[src/rtl/pc_unit.sv]
// pc_unit: IF-stage program counter with RUN/HALT control, stall hold,
// prioritised redirects (trap > branch > return) and a circular
// return-address stack for call/return prediction.
//
// Ports:
//   clk, reset      rising-edge clock, synchronous active-high reset
//   start, halt     level controls for the IDLE/RUN/HALT state machine
//   stall           hold pc this cycle (hazard)
//   branch          redirect to branch_address
//   trap            redirect to trap_vector (highest priority)
//   call, ret       current fetch is a call / return (RAS push / pop)
//   pc              registered fetch address
//   pc_valid        pc is a valid fetch this cycle
//   ras_empty       RAS holds no entries
//   ras_full        RAS holds RAS_DEPTH entries
module pc_unit #(
  parameter int unsigned       XLEN         = 32,
  parameter logic [XLEN-1:0]   RESET_VECTOR = '0,
  parameter int unsigned       INSTR_BYTES  = 4,
  parameter int unsigned       RAS_DEPTH    = 4
) (
  input  logic            clk,
  input  logic            reset,
  input  logic            start,
  input  logic            halt,
  input  logic            stall,
  input  logic            branch,
  input  logic [XLEN-1:0] branch_address,
  input  logic            trap,
  input  logic [XLEN-1:0] trap_vector,
  input  logic            call,
  input  logic            ret,
  output logic [XLEN-1:0] pc,
  output logic            pc_valid,
  output logic            ras_empty,
  output logic            ras_full
);

  localparam int unsigned PTR_W = (RAS_DEPTH > 1) ? $clog2(RAS_DEPTH) : 1;
  localparam int unsigned CNT_W = $clog2(RAS_DEPTH + 1);
  localparam logic [XLEN-1:0]  STEP    = XLEN'(INSTR_BYTES);
  localparam logic [CNT_W-1:0] DEPTH_C = CNT_W'(RAS_DEPTH);

  typedef enum logic [1:0] {
    ST_IDLE = 2'd0,
    ST_RUN  = 2'd1,
    ST_HALT = 2'd2
  } state_t;

  state_t state_q, state_d;

  logic [XLEN-1:0]  pc_d;
  logic [XLEN-1:0]  pc_inc;
  logic [XLEN-1:0]  ras_q [RAS_DEPTH];
  logic [PTR_W-1:0] top_q, top_d;
  logic [CNT_W-1:0] cnt_q, cnt_d;
  logic             push, pop;
  logic             ras_hit;
  logic             ras_op;

  assign pc_inc  = pc + STEP;
  assign ras_hit = ret && (cnt_q != '0);

  // State register
  always_ff @(posedge clk) begin
    if (reset) state_q <= ST_IDLE;
    else       state_q <= state_d;
  end

  // Next state, next pc and RAS push/pop decisions
  always_comb begin
    state_d = state_q;
    pc_d    = pc;
    push    = 1'b0;
    pop     = 1'b0;
    ras_op  = 1'b0;
    unique case (state_q)
      ST_IDLE: begin
        if (start) begin
          state_d = ST_RUN;
          pc_d    = pc_inc;
        end
      end
      ST_RUN: begin
        if (halt) begin
          // halt freezes everything except a trap redirect
          state_d = ST_HALT;
          if (trap) pc_d = trap_vector;
        end else begin
          ras_op = !stall && !trap;
          // a pop still happens under a branch to keep the stack aligned
          push   = ras_op && call;
          pop    = ras_op && ras_hit;
          if (trap)         pc_d = trap_vector;
          else if (branch)  pc_d = branch_address;
          else if (ras_hit) pc_d = ras_q[top_q];
          else if (!stall)  pc_d = pc_inc;
        end
      end
      ST_HALT: begin
        if (trap) begin
          state_d = ST_RUN;
          pc_d    = trap_vector;
        end else if (!halt && start) begin
          state_d = ST_RUN;
        end
      end
      default: state_d = ST_IDLE;
    endcase

    // push+pop together rewrites the top slot in place
    top_d = top_q + PTR_W'(push) - PTR_W'(pop);
    cnt_d = cnt_q;
    if (push && !pop && (cnt_q != DEPTH_C)) cnt_d = cnt_q + CNT_W'(1);
    else if (pop && !push)                  cnt_d = cnt_q - CNT_W'(1);
  end

  // Datapath and flag registers
  always_ff @(posedge clk) begin
    if (reset) begin
      pc        <= RESET_VECTOR - STEP;
      pc_valid  <= 1'b0;
      top_q     <= '0;
      cnt_q     <= '0;
      ras_empty <= 1'b1;
      ras_full  <= 1'b0;
    end else begin
      pc        <= pc_d;
      pc_valid  <= (state_d == ST_RUN);
      top_q     <= top_d;
      cnt_q     <= cnt_d;
      ras_empty <= (cnt_d == '0);
      ras_full  <= (cnt_d == DEPTH_C);
    end
  end

  // RAS storage; a push into a full stack overwrites the oldest slot
  always_ff @(posedge clk) begin
    if (!reset && push) ras_q[top_d] <= pc_inc;
  end

endmodule

[config.mk]
export PLATFORM = sky130hd
export DESIGN_NAME = pc_unit
export DESIGN_NICKNAME = d
export VERILOG_FILES = /design/src/rtl/pc_unit.sv
export SDC_FILE = /design/constraint.sdc
export NUM_CORES = 1
export LEC_CHECK = 0
export ABC_AREA = 1
export CAP_MARGIN = 20
export CORE_MARGIN = 2
export CORE_UTILIZATION = 36
export DETAILED_ROUTE_END_ITERATION = 8
export HOLD_SLACK_MARGIN = 0.05
export PLACE_DENSITY = 0.61
export SYNTH_ARGS = -nofsm -noshare
export SYNTH_HDL_FRONTEND = slang
export SYNTH_SLANG_ARGS = --single-unit
[constraint.sdc]
create_clock -name clk -period 5.8 [get_ports clk]
set_input_delay 1.45 -clock clk [delete_from_list [all_inputs] [get_ports clk]]
set_output_delay 1.45 -clock clk [all_outputs]
set_load 0.01 [all_outputs]
Yosys cells after proc, flatten, opt, wreduce, memory -nomap -nowiden
Memory sizes are Yosys's and may differ from the RTL's. A register that Yosys moved wholly into a read port is not among the register bits.
Cells that the tools add are included.
Widths: inputs -> output; s select.

storage, ports and cells
  flip-flop bits (word level) = 42
  bits in writable memories = 128
  input port bits = 73
  output and inout port bits = 35
  logic and storage cells = 62
  memories kept = 1

memory list
  name   words  width  rd ports  clocked after Yosys merged registers in  write ports  line  RTL
  ras_q  4      32     1         1                                        1            54    logic [XLEN-1:0] ras_q [RAS_DEPTH];

cells by class
  add/sub/neg operators = 5
  equal/unequal tests = 7
  muxes and demuxes = 22
  reduce and logical (&&, ||, !) cells = 20

operators by type and width
  kind                   count
  $mux 32                7
  $pmux 32 s3            1
  $add 32x3->32 const B  1
  $mux 2                 5
  $logic_and 1x1->1      9
  $logic_not 1->1        6
  $mux 1                 6
  $mux 3                 2
  $ne 6x6->1 const B     1
  $pmux 2 s3             1
  $reduce_bool 3->1      2
  $eq 2x1->1 const B     2
  $add 3x1->3 const B    1
  $eq 3x3->1 const B     1
  $logic_not 3->1        1
  $ne 3x3->1 const B     1
  $reduce_and 3->1       1
  $sub 3x1->3 const B    1
  $add 2x1->2            1
  $eq 2x2->1 const B     1
  $logic_not 2->1        1
  $ne 2x2->1 const B     1
  $sub 2x1->2            1

Depth between registers and ports, before layout
Gate-level depths: netlist (run 1).

  depth after elaboration = 10
  depth in mapped cells = 15
  gate-level depth less buffers = 15

Worst setup path before layout (run 1)
Ideal clock, no wire load.

  path kind = input -> register
  from = input port trap
  to = memory ras_q[2][0] (enable)
  setup time = 0.421 ns
  arrival = 4.418 ns
  data required time = 5.379 ns
  slack = 0.961 ns
  stages on the path = 11
  path buffers = 2
  cell sequence = nor2_1 -> buf_2 -> buf_1 -> nand3_1 -> nor2_1 -> ha_1 -> inv_1 -> ha_1 -> xnor2_1 -> inv_1 -> nor2_1

between the ends
  word-level cells in the longest chain between the ends = 8
  elaborated cells between the ends (all ways) = 13
  those cells by class = add/sub (2); mux (6); reduce/logical (5)

RTL lines
  item                                                                 line  RTL
  start: declaration                                                   29    input logic trap,
  $logic_not 1->1 *                                                    90    ras_op = !stall && !trap;
  $logic_and 1x1->1 *                                                  90
  parallel branches: the longest is 6 deep, another holds $add 2x1->2  n/a
  end: declaration                                                     54

Mark *: on every way between the ends.

Worst setup path in the final report (run 1)
  from = input port halt
  to = register pc[4]

between the ends
  word-level cells in the longest chain between the ends = 2
  elaborated cells between the ends (all ways) = 4
  those cells by class = eq/ne (1); mux (2); reduce/logical (1)

RTL lines
  item                                                                     line  RTL
  start: declaration                                                       25    input logic halt,
  $ne 6x6->1 (no source line) / $mux 32 (equally long branches)            n/a
  $reduce_and 3->1 (no source line) / $pmux 32 s3 (equally long branches)  n/a
  end signal: assignment                                                   121   pc <= RESET_VECTOR - STEP;
  end signal: assignment                                                   128   pc <= pc_d;
  end: declaration                                                         33    output logic [XLEN-1:0] pc,

Parallel ways exist; a longest one is shown, timed or not.
A chain may end at the register's enable or synchronous reset.

==> flow_metrics.py, run 1 <==
metrics = {
    "status": {
        "status": "complete, but fails checks",
        "violations_in_the_final_reports": "design-rule violations",
    },
    "layout": {
        "final_cell_count_no_fill": 1657,
        "n_antenna_cell": 0,
        "nFillCells": 2649,
        "nets": 1394,
        "finish.utilization_pct": 44.2,
        "sequential_cell_area_sq_um": 4690,
        "drive_gt1_share_pct": 7.41,
        "multi_input_gate_area_in_the_final_layout_sq_um": 4190,
        "syn_to_final_growth_pct": 20.2,
    },
    "route": {
        "via_per_inst": 5.14,
        "detail-route-antenna-nets": 0,
        "wl_mm": 29.4,
        "drt_iter0_markers": 730,
        "via_count": 8513,
        "post-route-drc-count": 1,
        "route.detailed.wl_per_inst_um": 17.7,
        "length_of_the_first_detailed_routing_pass_in_iterations": 7,
    },
    "floorplan": {
        "core_sq_um": 26100,
        "fp-row-count": 59,
        "io-pin-count": 108,
        "dieArea_sq_um": 28000,
        "die_h_um": 167,
        "initial_utilization_pct": 36.8,
        "floorplan.die.width_um": 167,
    },
    "job": {
        "timing.max_cap.violations": 0,
    },
    "sta": {
        "setup_violating_endpoint_count_in_the_final_report": 0,
        "timing_worst_slew_pin_value_ns": 0.928,
        "timing.clock.skew_ns": 0.0151,
        "slew_viol_final": 0,
        "max-slew-margin-rel_pct": 37.8,
        "final.period_utilization_pct": 72.9,
        "layout_min_cycle_time_ns": 4.23,
        "rsz0062_at_grt": "false",
        "timing.setup.tns_ns": 0,
        "timing_hold_violations_final": 0,
        "maxClockFrequency_mhz": 236,
    },
    "global_route": {
        "vias_in_the_first_global_route": 8043,
        "gr-usage-all-layers_pct": 20.8,
        "grt_first_pass_wirelength_mm": 44.7,
        "grt_max_degree": 66,
        "globalRouteOverflowTotal": 0,
        "antenna_found_initial": 0,
    },
    "clock_tree": {
        "cts_num_sinks": 170,
        "ctsHtreeMaxLevel": 4,
        "post_cts_hold_buffer_count": 0,
        "cts.clk_slew.worst_paths_ns": 0.08,
        "max-clock-path-buffers": 2,
        "cts_tree": "done",
        "number_of_buffers_created_by_cts": 17,
        "clockRootBuffer": "clkbuf_16",
        "postCtsSetupBuffers": 0,
        "postcts_resize_cnt": 0,
        "clk_latency_ns": 0.43,
    },
    "critical_path": {
        "criticalPathCategory": "in -> reg",
        "worstReg2RegStart": "cnt_q[0]",
        "slowest_cell_delay_on_critical_path_ns": 0.83,
        "regToRegSetupSlack_ns": 2.73,
        "cp_slowest_cell": "clkdlybuf4s50_1",
        "path_common_cell": "nand2_1",
        "highest_net_fanout_along_the_worst_path": 45,
        "start_kind": "input pin",
        "worst_setup_path_end_kind": "flip-flop",
        "setup.worst_path.start": "halt",
        "reg2reg_depth": 12,
        "timing.critical_path.cells": "clkdlybuf4s50_1 > nor2_2 > buf_4 > nand2_1 > nor2_1 > a21oi_2 > inv_2 > a21oi_1 > nand2_1 > o21ai_1 > nand2_1",
        "critical_path_arrival_ns": 4.55,
        "cp.required_ns": 6.12,
        "timing.rr.end": "ras_q[3][23]",
        "cp-endpoint": "pc[4]",
    },
    "power": {
        "irDropWorstVdd_v": 0.000182,
        "p_leak_nw": 4.70,
        "power_per_cell_area_nw_per_um2": 309,
        "total_power_w": 0.00357,
    },
    "min_path": {
        "min-delay-start": "pc[28]",
        "hold_path.class": "reg -> reg",
    },
    "placement": {
        "io_buffers": 107,
        "dp.cells": 1624,
        "place_congestion": 0.913,
        "dp_hpwl_mm": 19.9,
    },
    "synthesis": {
        "synth.cells.most_frequent": "310 x nand2_1, 174 x nor2_1, 128 x edfxtp_1, 120 x inv_1, 106 x o21ai_0",
        "yosys.area.top_type": "edfxtp_1",
        "synth_most_common_cell": "nand2_1",
        "syn-instance-count": 1233,
        "syn_area_sq_um": 9620,
        "synth_seq_cells": 170,
        "yosys_warnings": 0,
        "synth-async-reset-ratio_pct": 0,
        "mean_area_per_synthesized_cell_sq_um": 7.80,
        "yosysTopAreaCellShare_pct": 40.0,
        "synthesis.nets": 1318,
        "synth.distinct_cells": 43,
        "yosysSeqAreaShare_pct": 48.7,
        "netlist_top_cells_area": "edfxtp_1 40%, nand2_1 12%, dfxtp_1 8.7%",
        "synth_edf_count": 128,
        "synthFlopType": "edfxtp_1",
    },
}
[flip-flops by register name, indices dropped and copies added, names as in the netlist]
name,count
cnt_q,3
pc,32
pc_valid,1
ras_empty,1
ras_full,1
ras_q,128
state_q,2
top_q,2
[worst max-delay path: cells and delay by family]
family / cells / cell delay, ns
AOI/OAI and AO/OA: 3 / 0.93
buffers and inverters: 3 / 1.67
and+or+nand+nor: 5 / 0.49
[placed cells by master (no fill, tap or decap), drive strengths merged, types with 11 or more instances in the layout]
cell type and count:
ha 12, o211ai 17, a21oi 75, nand2 315, xor2 11, o21ai 129, nor2 186, or2 16
inv 134, clkdlybuf4s50 107, dfxtp 42, nand3 65, buf 14, clkbuf 17, edfxtp 128
[stage by stage]
step / hold slack (ns) / instance area, sq um / worst slack [ns]
finish: 0.585 / 11600 / 1.57
global placement: 0.545 / 10900 / 1.25
detailed placement: 0.558 / 10900 / 1.18
floorplan: 0.510 / 9620 / 0.961
CTS: 0.575 / 11500 / 1.62
global route: 0.596 / 11600 / 1.34
[how the worst min path moves through the flow]
stage	end	slack, ns	cells past startpoint
3_3_place_gp	pc[31]	0.54	2
4_1_cts	pc[31]	0.58	2
5_1_grt	pc[31]	0.60	2
2_1_floorplan	pc[0]	0.51	2
6_report	pc[28]	0.59	2
3_5_place_dp	pc[31]	0.56	2
[layer usage]
layer	wire length, um	part of all wire (%)	vias up	GRT usage (%)
met4	616	2.1	0	6.88
met2	13300	45	323	32.3
met3	1860	6.3	44	3.40
met5	0	0	-	0
li1	-	-	4191	-
met1	13600	46	3955	29.6
[kinds of logic after synthesis]
logic type	synth area share, %
muxes	0.625
DFF	48.7
xor gates and xnor gates	1.68
buffers and inverters	8.00
and+or+nand+nor	25.4
AOI/OAI and AO/OA	14.0
adders and majority gates	1.56
[area by class of cell]
class | count | area share [%]
clock buffer | 17 | 3.68
clock inverter | 15 | 1.49
inverter | 128 | 4.16
multi-input combinational | 871 | 36.2
sequential | 170 | 40.5
tap | 335 | 3.63
timing repair buffer | 121 | 10.3
[power by group]
group          leakage (nW)  switching (W)  total, W  internal (W)
Sequential             1.47      0.0000796   0.00149       0.00141
Clock                 0.287       0.000537   0.00115      0.000616
Combinational          2.95       0.000600  0.000920      0.000320
(Power assumes the default switching activity.)
==> run 2: changes to the inputs <==
- PLACE_DENSITY: 0.61 -> 0.63
- clock period: 5.8 -> 3.8 ns (I/O delays scaled with it)
==> run 2 against run 1 <==
The flow still finishes with violations (design-rule violations); final cell count increased by 0.54%; critical path type unchanged; clock power rose by 56%; via count increased by 0.48%.
==> flow_metrics.py, run 2 (synthesized netlist as in run 1, its figures left out) <==
metrics = {
    "layout": {
        "syn_to_final_growth_pct": 21.6,
        "registers.top_by_ff_count": "ras_q",
        "layout.cells.most_common": "nand2_1",
        "largest_reg_flops": 128,
        "largestRegisters": "ras_q (128), pc (32), cnt_q (3)",
        "layout_common_cells": "310 x nand2_1, 168 x nor2_1, 128 x edfxtp_1",
        "n_antenna_cell": 0,
        "nets": 1403,
        "drive_gt1_share_pct": 8.04,
    },
    "clock_tree": {
        "ctsHtreeMaxLevel": 4,
        "clk_latency_ns": 0.44,
        "post_cts_hold_buffer_count": 0,
        "cts.clk_slew.worst_paths_ns": 0.07,
        "max-clock-path-buffers": 2,
        "clockRootBuffer": "clkbuf_16",
        "cts_num_sinks": 170,
        "cts_tree": "done",
        "postCtsSetupBuffers": 0,
        "postcts_resize_cnt": 0,
        "number_of_buffers_created_by_cts": 17,
    },
    "critical_path": {
        "start_kind": "input pin",
        "critical_path_arrival_ns": 3.18,
        "reg2reg_depth": 12,
        "criticalPathCategory": "in -> reg",
        "highest_net_fanout_along_the_worst_path": 32,
        "cp.required_ns": 3.92,
        "worst_setup_path_end_kind": "flip-flop",
    },
    "global_route": {
        "gr-usage-all-layers_pct": 21.1,
        "vias_in_the_first_global_route": 8145,
        "globalRouteOverflowTotal": 0,
        "grt_max_degree": 66,
        "antenna_found_initial": 0,
        "grt_first_pass_wirelength_mm": 45.7,
    },
    "floorplan": {
        "floorplan.die.width_um": 167,
        "core_sq_um": 26100,
        "die_h_um": 167,
        "fp-row-count": 59,
        "io-pin-count": 108,
        "initial_utilization_pct": 36.8,
        "dieArea_sq_um": 28000,
    },
    "sta": {
        "setup_violating_endpoint_count_in_the_final_report": 0,
        "slew_viol_final": 0,
        "timing_worst_slew_pin_value_ns": 0.736,
        "final.period_utilization_pct": 80.4,
        "rsz0062_at_grt": "false",
        "timing.clock.skew_ns": 0.0183,
        "maxClockFrequency_mhz": 327,
        "max-slew-margin-rel_pct": 50.9,
        "layout_min_cycle_time_ns": 3.06,
        "timing.setup.tns_ns": 0,
        "timing_hold_violations_final": 0,
    },
    "status": {
        "violations_in_the_final_reports": "design-rule violations",
        "status": "complete, but fails checks",
    },
    "route": {
        "route.detailed.wl_per_inst_um": 17.7,
        "length_of_the_first_detailed_routing_pass_in_iterations": 7,
        "drt_iter0_markers": 866,
        "via_count": 8554,
        "wl_mm": 29.6,
        "via_per_inst": 5.13,
        "detail-route-antenna-nets": 0,
        "post-route-drc-count": 1,
    },
    "power": {
        "p_leak_nw": 4.77,
        "total_power_w": 0.00548,
        "irDropWorstVdd_v": 0.000288,
        "power_per_cell_area_nw_per_um2": 468,
    },
    "placement": {
        "place_congestion": 0.930,
        "io_buffers": 107,
        "dp_hpwl_mm": 20.1,
    },
    "job": {
        "timing.max_cap.violations": 0,
    },
    "min_path": {
        "hold_path.class": "reg -> reg",
        "holdPathStages": 2,
    },
}
-- run 2: cell count changes in the layout (fill, tap and decap cells not counted), sizes merged --
cell,before,now
bufinv,1,2
buf,14,23
inv,134,132
clkinv,6,7
-- run 2: metrics by stage --
step | util (%) | cell area (sq um) | hold WS [ns] | setup WS, ns | std cells
after floorplan | - | 9630 | 0.510 | -0.108 | 1233
after global placement | 42.2 | 11000 | 0.535 | 0.407 | 1632
after detailed placement | 42.3 | 11100 | 0.525 | 0.319 | 1633
after CTS | 44.7 | 11700 | 0.539 | 0.772 | 1665
after global routing | 44.7 | 11700 | 0.552 | 0.597 | 1666
final | 44.7 | 11700 | 0.541 | 0.743 | 1666
-- run 2: area by class of cell --
type / count / area, sq um
fillers: 2655 / 14400
clock inverters: 15 / 184
flip-flops and latches: 170 / 4690
multi-input cells: 871 / 4180
clock buffers: 17 / 425
repair buffers: 130 / 1320
inverters: 128 / 480
well taps: 335 / 419
-- run 2: worst max-delay path, cell delays in order --
cell and delay, ns:
clkdlybuf4s50_1 0.43, nor2_2 0.17, nand4_1 0.18, ha_1 0.34, inv_1 0.04, ha_1 0.18
xnor2_1 0.30, inv_1 0.16, nor2_2 0.17, buf_12 0.23
-- run 2: final timing paths --
kind	startpoint	slack (ns)	end
hold reg to reg	pc[31]	0.54	pc[31]
setup / recovery	trap	0.74	ras_q[2][23]
setup reg to reg	cnt_q[0]	1.03	ras_q[2][23]
hold / removal	pc[31]	0.54	pc[31]
-- run 2: where the power goes --
group,internal [W],switching (W),total [W]
clock,0.000996,0.000791,0.00179
sequential,0.00216,0.000121,0.00228
combinational,0.000498,0.000910,0.00141
total,0.00365,0.00182,0.00548
-- run 2: layer usage --
layer	vias to the layer above	GRT usage, %	part of all wire [%]
met4	0	7.22	2.1
li1	4224	-	-
met3	42	2.34	6.0
met1	3977	30.2	46
met2	311	33.2	46
met5	-	0	0
